<file path="src/rtl/mem_axi_bridge_pkg.sv">
// rtl/mem_axi_bridge_pkg.sv - shared encodings and AXI constants for mem_axi_bridge
package mem_axi_bridge_pkg;

  typedef enum logic [2:0] {
    ST_IDLE   = 3'd0,
    ST_RD_AR  = 3'd1,
    ST_RD_R   = 3'd2,
    ST_WR_AWW = 3'd3,
    ST_WR_B   = 3'd4,
    ST_RESP   = 3'd5
  } state_t;

  typedef enum logic [1:0] {
    TAG_INST   = 2'd0,
    TAG_DREAD  = 2'd1,
    TAG_DWRITE = 2'd2
  } tag_t;

  localparam logic [1:0] BURST_INCR = 2'b01;
  localparam logic [2:0] SIZE_WORD  = 3'd2;
  localparam logic [1:0] RESP_OKAY  = 2'b00;

  localparam int INST_ID_DEF = 0;
  localparam int DATA_ID_DEF = 1;

  // SLVERR (2'b10) and DECERR (2'b11) both have the upper bit set
  function automatic logic resp_is_err(input logic [1:0] resp);
    return resp[1];
  endfunction

endpackage

</file>
<file path="src/rtl/mem_axi_bridge.sv">
// rtl/mem_axi_bridge.sv - SRAM-style request port to single-beat AXI bridge (optional MEM_AXI_BUS_ERR_EN)
module mem_axi_bridge
  import mem_axi_bridge_pkg::*;
#(
  parameter int ID_W    = 4,
  parameter int INST_ID = INST_ID_DEF,
  parameter int DATA_ID = DATA_ID_DEF
) (
  input  logic            clk,
  input  logic            rst,
  input  logic            inst_ren,
  input  logic [31:0]     inst_addr,
  output logic            inst_ok,
  output logic [31:0]     inst_rdata,
  input  logic            data_ren,
  input  logic [3:0]      data_wen,
  input  logic [31:0]     data_addr,
  input  logic [31:0]     data_wdata,
  output logic            data_read_ok,
  output logic            data_write_ok,
  output logic [31:0]     data_rdata,
  output logic [ID_W-1:0] arid,
  output logic [31:0]     araddr,
  output logic            arvalid,
  input  logic            arready,
  output logic [7:0]      arlen,
  output logic [2:0]      arsize,
  output logic [1:0]      arburst,
  output logic [1:0]      arlock,
  output logic [3:0]      arcache,
  output logic [2:0]      arprot,
  input  logic [ID_W-1:0] rid,
  input  logic [31:0]     rdata,
  input  logic [1:0]      rresp,
  input  logic            rlast,
  input  logic            rvalid,
  output logic            rready,
  output logic [ID_W-1:0] awid,
  output logic [31:0]     awaddr,
  output logic            awvalid,
  input  logic            awready,
  output logic [7:0]      awlen,
  output logic [2:0]      awsize,
  output logic [1:0]      awburst,
  output logic [1:0]      awlock,
  output logic [3:0]      awcache,
  output logic [2:0]      awprot,
  output logic [ID_W-1:0] wid,
  output logic [31:0]     wdata,
  output logic [3:0]      wstrb,
  output logic            wlast,
  output logic            wvalid,
  input  logic            wready,
  input  logic [ID_W-1:0] bid,
  input  logic [1:0]      bresp,
  input  logic            bvalid,
`ifdef MEM_AXI_BUS_ERR_EN
  output logic            bus_err,
  output logic [31:0]     bus_err_addr,
`endif
  output logic            bready
);

  state_t      r_state;
  state_t      w_next;
  tag_t        r_tag;
  logic [31:0] r_addr;
  logic [31:0] r_wdata;
  logic [3:0]  r_wstrb;
  logic [31:0] r_rdata;
  logic        r_aw_done;
  logic        r_w_done;

  logic w_req;
  logic w_aw_all;
  logic w_w_all;

  assign w_req    = (data_wen != 4'd0) | data_ren | inst_ren;
  // A channel counts as done if it finished earlier or handshakes this cycle
  assign w_aw_all = r_aw_done | (awvalid & awready);
  assign w_w_all  = r_w_done | (wvalid & wready);

  assign arid    = (r_tag == TAG_INST) ? ID_W'(INST_ID) : ID_W'(DATA_ID);
  assign araddr  = r_addr;
  assign awid    = ID_W'(DATA_ID);
  assign awaddr  = r_addr;
  assign wid     = ID_W'(DATA_ID);
  assign wdata   = r_wdata;
  assign wstrb   = r_wstrb;
  assign wlast   = 1'b1;
  assign arlen   = 8'd0;
  assign awlen   = 8'd0;
  assign arsize  = SIZE_WORD;
  assign awsize  = SIZE_WORD;
  assign arburst = BURST_INCR;
  assign awburst = BURST_INCR;
  assign arlock  = 2'd0;
  assign awlock  = 2'd0;
  assign arcache = 4'd0;
  assign awcache = 4'd0;
  assign arprot  = 3'd0;
  assign awprot  = 3'd0;

  assign inst_rdata = r_rdata;
  assign data_rdata = r_rdata;

  // IDs, rlast and (in the base build) response codes carry no information we act on
`ifdef MEM_AXI_BUS_ERR_EN
  logic w_unused_ok;
  assign w_unused_ok = &{1'b0, rid, rlast, bid};
`else
  logic w_unused_ok;
  assign w_unused_ok = &{1'b0, rid, rlast, bid, rresp, bresp, RESP_OKAY};
`endif

  // State register
  always_ff @(posedge clk) begin
    if (rst) r_state <= ST_IDLE;
    else     r_state <= w_next;
  end

  // Next-state logic; writes win over reads, data over instruction
  always_comb begin
    w_next = r_state;
    case (r_state)
      ST_IDLE: begin
        if (data_wen != 4'd0)         w_next = ST_WR_AWW;
        else if (data_ren | inst_ren) w_next = ST_RD_AR;
      end
      ST_RD_AR:  if (arready)              w_next = ST_RD_R;
      ST_RD_R:   if (rvalid)               w_next = ST_RESP;
      ST_WR_AWW: if (w_aw_all && w_w_all)  w_next = ST_WR_B;
      ST_WR_B:   if (bvalid)               w_next = ST_RESP;
      ST_RESP:                             w_next = ST_IDLE;
      default:                             w_next = ST_IDLE;
    endcase
  end

  // Channel valids/readies and the one-cycle ok pulses
  always_comb begin
    arvalid       = 1'b0;
    rready        = 1'b0;
    awvalid       = 1'b0;
    wvalid        = 1'b0;
    bready        = 1'b0;
    inst_ok       = 1'b0;
    data_read_ok  = 1'b0;
    data_write_ok = 1'b0;
    case (r_state)
      ST_RD_AR:  arvalid = 1'b1;
      ST_RD_R:   rready  = 1'b1;
      ST_WR_AWW: begin
        awvalid = ~r_aw_done;
        wvalid  = ~r_w_done;
      end
      ST_WR_B:   bready  = 1'b1;
      ST_RESP: begin
        inst_ok       = (r_tag == TAG_INST);
        data_read_ok  = (r_tag == TAG_DREAD);
        data_write_ok = (r_tag == TAG_DWRITE);
      end
      default: ;
    endcase
  end

  // Request capture, per-channel done flags and read-data latch
  always_ff @(posedge clk) begin
    if (rst) begin
      r_tag     <= TAG_INST;
      r_addr    <= 32'd0;
      r_wdata   <= 32'd0;
      r_wstrb   <= 4'd0;
      r_rdata   <= 32'd0;
      r_aw_done <= 1'b0;
      r_w_done  <= 1'b0;
    end else begin
      case (r_state)
        ST_IDLE: begin
          if (w_req) begin
            r_wdata   <= data_wdata;
            r_wstrb   <= data_wen;
            r_aw_done <= 1'b0;
            r_w_done  <= 1'b0;
            if (data_wen != 4'd0) begin
              r_tag  <= TAG_DWRITE;
              r_addr <= data_addr;
            end else if (data_ren) begin
              r_tag  <= TAG_DREAD;
              r_addr <= data_addr;
            end else begin
              r_tag  <= TAG_INST;
              r_addr <= inst_addr;
            end
          end
        end
        ST_WR_AWW: begin
          if (awvalid && awready) r_aw_done <= 1'b1;
          if (wvalid && wready)   r_w_done  <= 1'b1;
        end
        ST_RD_R: if (rvalid) r_rdata <= rdata;
        default: ;
      endcase
    end
  end

`ifdef MEM_AXI_BUS_ERR_EN
  // Sticky error flag with the address of the first-seen failing response
  always_ff @(posedge clk) begin
    if (rst) begin
      bus_err      <= 1'b0;
      bus_err_addr <= 32'd0;
    end else if (((r_state == ST_RD_R) && rvalid && resp_is_err(rresp)) ||
                 ((r_state == ST_WR_B) && bvalid && resp_is_err(bresp))) begin
      bus_err      <= 1'b1;
      bus_err_addr <= r_addr;
    end
  end
`endif

endmodule

</file>
<file path="config.mk">
export PLATFORM = sky130hd
export DESIGN_NAME = mem_axi_bridge
export DESIGN_NICKNAME = d
export VERILOG_FILES = /design/src/rtl/mem_axi_bridge_pkg.sv /design/src/rtl/mem_axi_bridge.sv
export SDC_FILE = /design/constraint.sdc
export NUM_CORES = 1
export LEC_CHECK = 0
export ABC_AREA = 1
export BUFFER_PORTS_ARGS = -buffer_cell sky130_fd_sc_hd__buf_2
export CAP_MARGIN = 20
export CORE_AREA = 2 2 150 152
export DETAILED_ROUTE_END_ITERATION = 12
export DIE_AREA = 0 0 152 154
export GPL_ROUTABILITY_DRIVEN = 0
export PLACE_DENSITY = 0.55
export SETUP_SLACK_MARGIN = 0.4
export SYNTH_ARGS = -nofsm -noshare
export SYNTH_HDL_FRONTEND = slang
export SYNTH_SLANG_ARGS = --single-unit
</file>
<file path="constraint.sdc">
create_clock -name clk -period 2.9 [get_ports clk]
set_input_delay 0.145 -clock clk [delete_from_list [all_inputs] [get_ports clk]]
set_output_delay 0.145 -clock clk [all_outputs]
set_load 0.02 [all_outputs]
</file>
==> metrics.cfg, run 1 <==
[setup_path]
critPathLaunchType = flop
worstReg2RegStart = r_state[1]$_SDFFE_PP0P_
cp.depth = 9
critPathMaxStageDelay_ns = 0.36
r2r_cells = 9
critPathMaxFanout = 45
cp_num_buf_inv = 4
cp.required_ns = 3.15
cpLargestDelayFamily = simple AND/OR/NAND/NOR gates
crit_arrival_ns = 2.26
path_common_cell = inv_1
end_kind = flop
r2r_slack_ns = 0.88
crit_path_top_delay_cell = buf_4
timing.rr.end = r_aw_done$_SDFFE_PP0P_
crit_type = reg -> reg
cp_cell_sequence = inv_1 -> nand2_1 -> nor2_4 -> nand2_4 -> inv_2 -> buf_4 -> nor2_1 -> o21ai_0 -> inv_1

[hold_path]
hp-class = in -> reg
holdPathEnd = wdata[29]$_SDFFE_PP0P_
worstHoldStart = data_wdata[29]
whs_path_depth = 3

[layout]
antennaDiodeCount = 0
design_area_sq_mm = 0.00671
final_net_count = 1131
mostFrequentLayoutCell = buf_2
syn2layout_area_growth_pct = 27.6
layout_common_cells = 313 x buf_2, 153 x nor2_1, 152 x nand2_1, 107 x dfxtp_1, 99 x o21ai_0
n_fill_cell = 2437
layout-drive-gt1-share_pct = 35.6

[timing]
slew_headroom_pct = 59.8
fin_crit_sh_pct = 69.5
layout_setup_ws_ns = 0.884
worst_slew_pin_slew_ns = 0.602
hold_viol = 0
timing.setup.tns_ns = 0
rsz0062_at_grt = no
fmax_ghz = 0.496
fin_skew_ns = 0.00900
finalSetupViolCount = 0
min_period_ns = 2.02
maxSlewViolCount = 0

[place]
dpl_worst_slack_ns = 0.712
hpwl_mm = 12.9
port_buffers = 313
placed_area_sq_mm = 0.00639

[floorplanning]
coreArea_sq_mm = 0.0217
dieArea_sq_mm = 0.0234
start_util_pct = 24.2
row_count = 54
fp.dieH_microns = 154
io-pin-count = 383
fp.dieW_microns = 152

[synth]
yosysSeqAreaShare_pct = 40.8
yosys.area.top_type_share_pct = 40.8
synth-warning-count = 0
synth_top_area_cell = dfxtp_1
synth_cell_types = 21
netlist_instances = 749
syn_avg_cell_area_sq_um = 7.02
ys_seq_elements = 107
syn_area_sq_mm = 0.00526
synth.area.top_cells = dfxtp_1 41%, buf_4 17%, nor2_1 11%

[cts]
cts.sinks = 107
cts_resized = 0
cts_tree = yes
clk_pin_slew_ns = 0.09
hold_buffers = 0
insertion_delay_ns = 0.36
cts_setup_buffers = 0
cts_made_buffers = 9
htreeDepth = 3
clockRootBuffer = clkbuf_16
clock_path_buffers = 2

[power]
ir_drop_v = 0.000309
p_leak_nw = 3.58
p_per_area_mw_per_mm2 = 1040

[detailed_routing]
drt_wl_total_mm = 17.2
vias = 5251
drt-vias-per-instance = 4.16
drt_iter0_drc = 171
firstDrtPassIters = 6
drc_errors = 0
antenna_left = 0
avgRoutedWirePerCell_microns = 13.6

[global_route]
grt-ovfl-total = 0
antenna_found_initial = 2
groute.usage.overall_pct = 14.0
grt_pass1_vias = 4692
grt_pass1_wl_mm = 25.8
grt_max_degree = 65

[run]
cap_violations = 0

[run_status]
status = finished, final reports clean

==> area by class of cell <==
| class | count | area (sq um) | area share, % |
|---|---|---|---|
| clock buffer | 9 | 225 | 3.36 |
| clock inverter | 7 | 93.8 | 1.40 |
| inverter | 20 | 75.1 | 1.12 |
| multi-input combinational | 516 | 2150 | 32.1 |
| sequential | 107 | 2140 | 31.9 |
| tap | 280 | 350 | 5.22 |
| timing repair buffer | 323 | 1670 | 24.9 |
==> where the power goes <==
part	internal, mW	switching, mW
Sequential	1.96	0.313
Combinational	1.02	2.32
Clock	0.697	0.642
Total	3.68	3.28
==> synth_stat cells <==
cell type,count
nand3_1,4
nor2_1,153
buf_4,120
nand2_1,152
dfxtp_1,107
inv_1,15
conb_1,2
inv_2,5
clkbuf_1,20
or2_1,1
buf_2,18
nand2_4,1
a21oi_1,35
nand4_1,4
nor3_1,3
nor2_2,2
nor2_4,1
buf_6,2
o21ai_0,99
o21ai_1,4
nand2_2,1
==> layer usage <==
layer | up-vias | track usage, % | part of all wire, %
met2 | 262 | 25.1 | 49
met5 | - | 0 | 0.16
li1 | 2636 | - | -
met1 | 2331 | 16.1 | 42
met3 | 18 | 3.95 | 7.2
met4 | 4 | 4.32 | 1.8
==> stage by stage <==
| stage | util [%] | hold WS (ns) | total power, mW | cells |
|---|---|---|---|---|
| global route | 30.9 | 0.0182 | 7.51 | 1262 |
| floorplan | - | 0.294 | 4.89 | 803 |
| global placement | 29.5 | 0.392 | 5.68 | 1246 |
| detailed placement | 29.5 | 0.396 | 5.70 | 1246 |
| finish | 30.9 | 0.0267 | 6.95 | 1262 |
| CTS | 30.9 | 0.0110 | 7.09 | 1262 |
==> registers in the layout, summed over array words and instances (netlist names) <==
register    count
araddr         32
data_rdata     32
wdata          32
wstrb           4
r_state         3
r_tag           2
r_aw_done       1
r_w_done        1
==> worst max-delay path by stage <==
stage	from	slack (ns)	endpoint
floorplan	r_state[1]$_SDFFE_PP0P_	1.43	r_state[0]$_SDFFE_PP0P_
global placement	data_wen[3]	0.73	r_aw_done$_SDFFE_PP0P_
detailed placement	data_wen[3]	0.71	r_aw_done$_SDFFE_PP0P_
CTS	r_state[1]$_SDFFE_PP0P_	0.83	r_aw_done$_SDFFE_PP0P_
global route	r_state[1]$_SDFFE_PP0P_	0.54	r_w_done$_SDFFE_PP0P_
finish	r_state[1]$_SDFFE_PP0P_	0.88	r_aw_done$_SDFFE_PP0P_
==> tightest hold or removal path: stages <==
cell and delay, ns:
buf_2 0.07, o21ai_0 0.07, nor2_1 0.07
==> cell families (layout without fill, tap and decap cells) <==
family	count (synthesis)	after routing	share of synthesized area, %
other cells	2	56	0.143
flops	107	107	40.8
simple gates	322	322	23.8
compound gates	138	138	13.1
buf+inv	180	359	22.1
(Power assumes the default switching activity.)
==> inputs of run 2 (changes only) <==
Settings changed: ABC_AREA 1 to 0.
Clock period 2.9 ns to 2 ns, I/O delays scaled along.
==> metrics.cfg, run 2 <==
[setup_path]
crit_arrival_ns = 1.45
critPathMaxFanout = 8
r2r_slack_ns = 0.49
cp.required_ns = 1.90
worstReg2RegStart = r_state[1]$_SDFFE_PP0P_
end_kind = primary output
crit_type = reg -> out
timing.rr.end = r_state[0]$_SDFFE_PP0P_
r2r_cells = 5
critPathLaunchType = flop

[layout]
layout-drive-gt1-share_pct = 37.8
mostFrequentLayoutCell = buf_2
syn2layout_area_growth_pct = 46.2
final_net_count = 1131
utilization_pct = 35.1
design_area_sq_mm = 0.00761
n_fill_cell = 2305
fin_cells = 1263
layout_common_cells = 307 x buf_2, 171 x nand2_1, 104 x dfxtp_1, 86 x dlygate4sd3_1, 71 x a21oi_1

[synth]
synth-edff-count = 0
postSynth.asyncResetShare_pct = 0
yosys-top-cells-count = 172 x nand2_1, 123 x buf_4, 107 x dfxtp_1
synth_ff_type = dfxtp_1
synth_top_area_cell = dfxtp_1
synth.area.top_cells = dfxtp_1 41%, buf_4 18%, nand2_1 12%
syn_area_sq_mm = 0.00520
syn_avg_cell_area_sq_um = 7.93
synth-warning-count = 0
ys_seq_elements = 107
netlist_instances = 656
synth_cell_types = 35
yosysSeqAreaShare_pct = 41.2
yosys.area.top_type_share_pct = 41.2
yosys.cell_count.top_type = nand2_1

[power]
p_sw_share_pct = 45.4
p_seq_share_pct = 31.7
ir_drop_v = 0.000706
p_per_area_mw_per_mm2 = 1330
finalPower_mw = 10.1
switchingPower_mw = 4.60
p_int_mw = 5.53
clock_power_share_pct = 17.8
combPwrFrac_pct = 50.5
p_leak_nw = 3.66

[cts]
clock_path_buffers = 2
cts_made_buffers = 9
cts_tree = yes
clk_pin_slew_ns = 0.08
cts.sinks = 107
htreeDepth = 3
insertion_delay_ns = 0.35
clockRootBuffer = clkbuf_16

[timing]
timing.setup.tns_ns = 0
finalSetupViolCount = 0
hold_viol = 0
fin_crit_sh_pct = 77.4
min_period_ns = 1.55
fmax_ghz = 0.646
worst_slew_pin_slew_ns = 0.583
maxSlewViolCount = 0
layout_setup_ws_ns = 0.452
slew_headroom_pct = 61.1
fin_skew_ns = 0.00614
hold_ws_ns = 0.0136
rsz0062_at_grt = yes

[place]
hpwl_mm = 11.9
dpl_worst_slack_ns = 0.120
placed_area_sq_mm = 0.00632
dp.cells = 1153
port_buffers = 313

[global_route]
grt_pass1_wl_mm = 26.0
grt_max_degree = 71
antenna_found_initial = 1
grt_pass1_vias = 4808
groute.usage.overall_pct = 13.8
grt-ovfl-total = 0

[floorplanning]
start_util_pct = 24.0
coreArea_sq_mm = 0.0217
row_count = 54
fp.dieH_microns = 154
fp.dieW_microns = 152
dieArea_sq_mm = 0.0234
io-pin-count = 383

[detailed_routing]
drt_iter0_drc = 308
drc_errors = 0
drt_wl_total_mm = 17.5
firstDrtPassIters = 4
avgRoutedWirePerCell_microns = 13.8
drt-vias-per-instance = 4.20
vias = 5309
antenna_left = 0

[hold_path]
holdPathEnd = araddr[13]$_SDFFE_PP0P_
whs_path_depth = 3
worstHoldStart = inst_addr[13]
hp-class = in -> reg

[run]
cap_violations = 0

[run_status]
status = finished, final reports clean

run 2: cell types whose count changed after synthesis, moves of 13 or more:
cell	previous run	this run
a21oi_1	35	71
a311oi_1	0	32
inv_1	15	2
nand2_1	152	172
nor2_1	153	37
o21ai_0	99	34
run 2: cell type report:
class	count	area [sq um]	share of cell area [%]
diodes	1	2.50	0.0329
inverters	2	7.51	0.0987
repair buffers	423	2700	35.5
clock inverters	6	57.6	0.756
flip-flops and latches	107	2150	28.2
clock buffers	10	239	3.14
well taps	280	350	4.60
multi-input cells	434	2100	27.6
run 2: cell families (layout without fill, tap and decap cells):
kind of cell,after synthesis,after routing,share of synthesized area (%)
AND/OR/NAND/NOR,231,231,18.4
buffers and inverters,169,441,22.9
flip-flops,107,107,41.2
AO/OA/AOI/OAI,145,145,17.0
other,2,57,0.144
multiplexers,2,2,0.385
run 2: critical path, cell delays in order, from the launching register on:
cell	delay, ns
dfxtp_4	0.36
buf_6	0.13
nand3b_1	0.23
nor3b_2	0.22
buf_4	0.17
run 2: power groups by stage:
| stage | Clock (mW) | Combinational (mW) | Sequential (mW) |
|---|---|---|---|
| 3_3_place_gp | 0 | 4.68 | 3.24 |
| 3_5_place_dp | 0 | 4.71 | 3.25 |
| 6_report | 1.80 | 5.12 | 3.21 |
| 2_1_floorplan | 0 | 3.15 | 3.91 |
| 4_1_cts | 1.89 | 4.91 | 3.22 |
| 5_1_grt | 1.97 | 5.53 | 3.30 |
run 2: repair_timing:
action,in CTS,in global routing
hold buffers,86,0
hold endpoints to repair,86,0
pin swaps,2,1
setup buffers,2,4
endpoints found under the setup margin,7,62
gates cloned,0,1
gates resized for setup,11,11
run 2: worst max-delay path by stage:
stage | from | endpoint | slack, ns | depth (start not counted)
floorplan | r_state[2]$_SDFFE_PP0P_ | araddr[10]$_SDFFE_PP0P_ | 0.40 | 6
global placement | data_wen[3] | araddr[3]$_SDFFE_PP0P_ | 0.16 | 7
detailed placement | data_wen[3] | araddr[11]$_SDFFE_PP0P_ | 0.12 | 7
CTS | r_state[1]$_SDFFE_PP0P_ | bready | 0.37 | 4
global route | r_state[1]$_SDFFE_PP0P_ | r_state[0]$_SDFFE_PP0P_ | 0.38 | 5
finish | r_state[1]$_SDFFE_PP0P_ | data_write_ok | 0.45 | 4
run 2: per-layer routing:
metal,up-vias,global-route usage [%],part of all wire (%)
li1,2640,-,-
met1,2412,16.5,42
met2,240,24.4,50
met3,17,3.41,6.2
met4,0,4.36,1.4
met5,-,0,0
==> inputs of run 3 (changes only) <==
Clock period 2 ns to 1.6 ns, I/O delays scaled along.
==> metrics.cfg, run 3 (synthesis gave the netlist of run 2 again) <==
[place]
placed_area_sq_mm = 0.00643
dp.cells = 1158
hpwl_mm = 11.8
dpl_worst_slack_ns = -0.146
port_buffers = 313

[cts]
cts.sinks = 107
clock_path_buffers = 2
cts_made_buffers = 9
clk_pin_slew_ns = 0.08
insertion_delay_ns = 0.35
clockRootBuffer = clkbuf_16
cts_tree = yes
htreeDepth = 3

[timing]
slew_headroom_pct = 62.4
fin_crit_sh_pct = 100
layout_setup_ws_ns = -0.00750
timing.setup.tns_ns = -0.0134
rsz0062_at_grt = yes
finalSetupViolCount = 2
fin_skew_ns = 0.00908
min_period_ns = 1.61
maxSlewViolCount = 0
fmax_ghz = 0.622
worst_slew_pin_slew_ns = 0.563
hold_viol = 0

[global_route]
grtUsageMet1_pct = 18.0
grt_use_met3_pct = 3.89
grt_max_degree = 47
grt_pass1_vias = 5645
grt-ovfl-total = 0
grt_pass1_wl_mm = 30.3
grt_use_met2_pct = 29.6
groute.usage.overall_pct = 16.1
grt.busiest_layer = met2
antenna_found_initial = 1

[setup_path]
cpLargestDelayFamily = buffers and inverters
crit_path_top_delay_cell = dfxtp_4
critPathLaunchType = flop
crit_arrival_ns = 1.89
cp.required_ns = 1.88
crit_type = reg -> reg
critPathMaxFanout = 6
critPathMaxStageDelay_ns = 0.36
cp_cell_sequence = buf_6 -> nor3_4 -> o31a_4 -> buf_6 -> buf_6 -> buf_8 -> buf_16 -> nand2_1 -> a21oi_2
cp_num_buf_inv = 5
path_common_cell = buf_6
end_kind = flop

[power]
ir_drop_v = 0.000707
p_per_area_mw_per_mm2 = 1780
p_leak_nw = 4.62
finalPower_mw = 17.1

[floorplanning]
fp.dieH_microns = 154
dieArea_sq_mm = 0.0234
fp.dieW_microns = 152
io-pin-count = 383
coreArea_sq_mm = 0.0217
row_count = 54
start_util_pct = 24.0

[layout]
fin_cells = 1340
design_area_sq_mm = 0.00963
final_net_count = 1208
layout-drive-gt1-share_pct = 53.9
layout_common_cells = 301 x buf_2, 115 x dlygate4sd3_1, 103 x dfxtp_1, 100 x nand2_1, 56 x conb_1
mostFrequentLayoutCell = buf_2
syn2layout_area_growth_pct = 85.2
n_fill_cell = 2027

[hold_path]
hp-class = in -> reg

[detailed_routing]
drt_wl_total_mm = 21.0
drt-vias-per-instance = 4.46
drt_iter0_drc = 305
firstDrtPassIters = 4
vias = 5971
antenna_left = 0
drc_errors = 0
avgRoutedWirePerCell_microns = 15.7

[run_status]
violations = negative setup slack
status = finished, violations left

[run]
cap_violations = 0

-- run 3: changes by cell type in the layout (fill, tap and decap cells not counted), sizes merged --
cell	delta
bufinv	+1
buf	+40
dlygate4sd3	+29
clkinv	-1
inv	-1
clkbuf	+9
-- run 3: worst paths after layout --
| path | startpoint | end | slack (ns) | cells after the start |
|---|---|---|---|---|
| setup / recovery | r_state[0]$_SDFFE_PP0P_ | wdata[14]$_SDFFE_PP0P_ | -0.007 | 9 |
| hold / removal | inst_addr[11] | araddr[11]$_SDFFE_PP0P_ | 0.02 | 3 |
| setup reg to reg | r_state[0]$_SDFFE_PP0P_ | wdata[14]$_SDFFE_PP0P_ | -0.007 | 9 |
| hold reg to reg | wdata[31]$_SDFFE_PP0P_ | wdata[31]$_SDFFE_PP0P_ | 0.46 | 2 |
-- run 3: per-layer routing --
layer  wire length (microns)  vias up
li1                        -     2814
met1                    8170     2838
met2                   11000      274
met3                    1210       43
met4                     620        2
met5                      11        -
-- run 3: cell type report --
type	count	area (sq um)	area share (%)
multi-input cells	434	2890	29.9
inverters	2	7.51	0.0779
flip-flops and latches	107	2150	22.4
clock buffers	11	253	2.62
well taps	280	350	3.64
diodes	1	2.50	0.0260
clock inverters	5	68.8	0.714
repair buffers	500	3910	40.6
-- run 3: worst reg2reg max path: cells and delay by family, from the launching register on --
kind,cells,cell delay (ns)
DFF,1,0.36
and+or+nand+nor,2,0.28
buffers and inverters,5,0.56
AOI/OAI and AO/OA,2,0.35
-- run 3: stage by stage --
stage	hold WS, ns	utilization (%)
finish	0.0161	44.4
detailed placement	0.329	29.6
global placement	0.323	29.6
CTS	0.000901	40.3
floorplan	0.216	-
global route	0.0136	44.4
-- run 3: timing repair --
| action | CTS | global route |
|---|---|---|
| endpoints found under the setup margin | 116 | 116 |
| hold buffers | 113 | 2 |
| setup buffers | 17 | 12 |
| resized for setup | 114 | 157 |
| cloned | 12 | 9 |
| pin swaps | 21 | 57 |
| endpoints found under the hold margin | 96 | 2 |
-- run 3: where the power goes --
| group | internal, mW | total (mW) | switching [mW] |
|---|---|---|---|
| clock network | 1.33 | 2.46 | 1.13 |
| logic | 4.93 | 10.5 | 5.54 |
| registers | 3.48 | 4.19 | 0.704 |
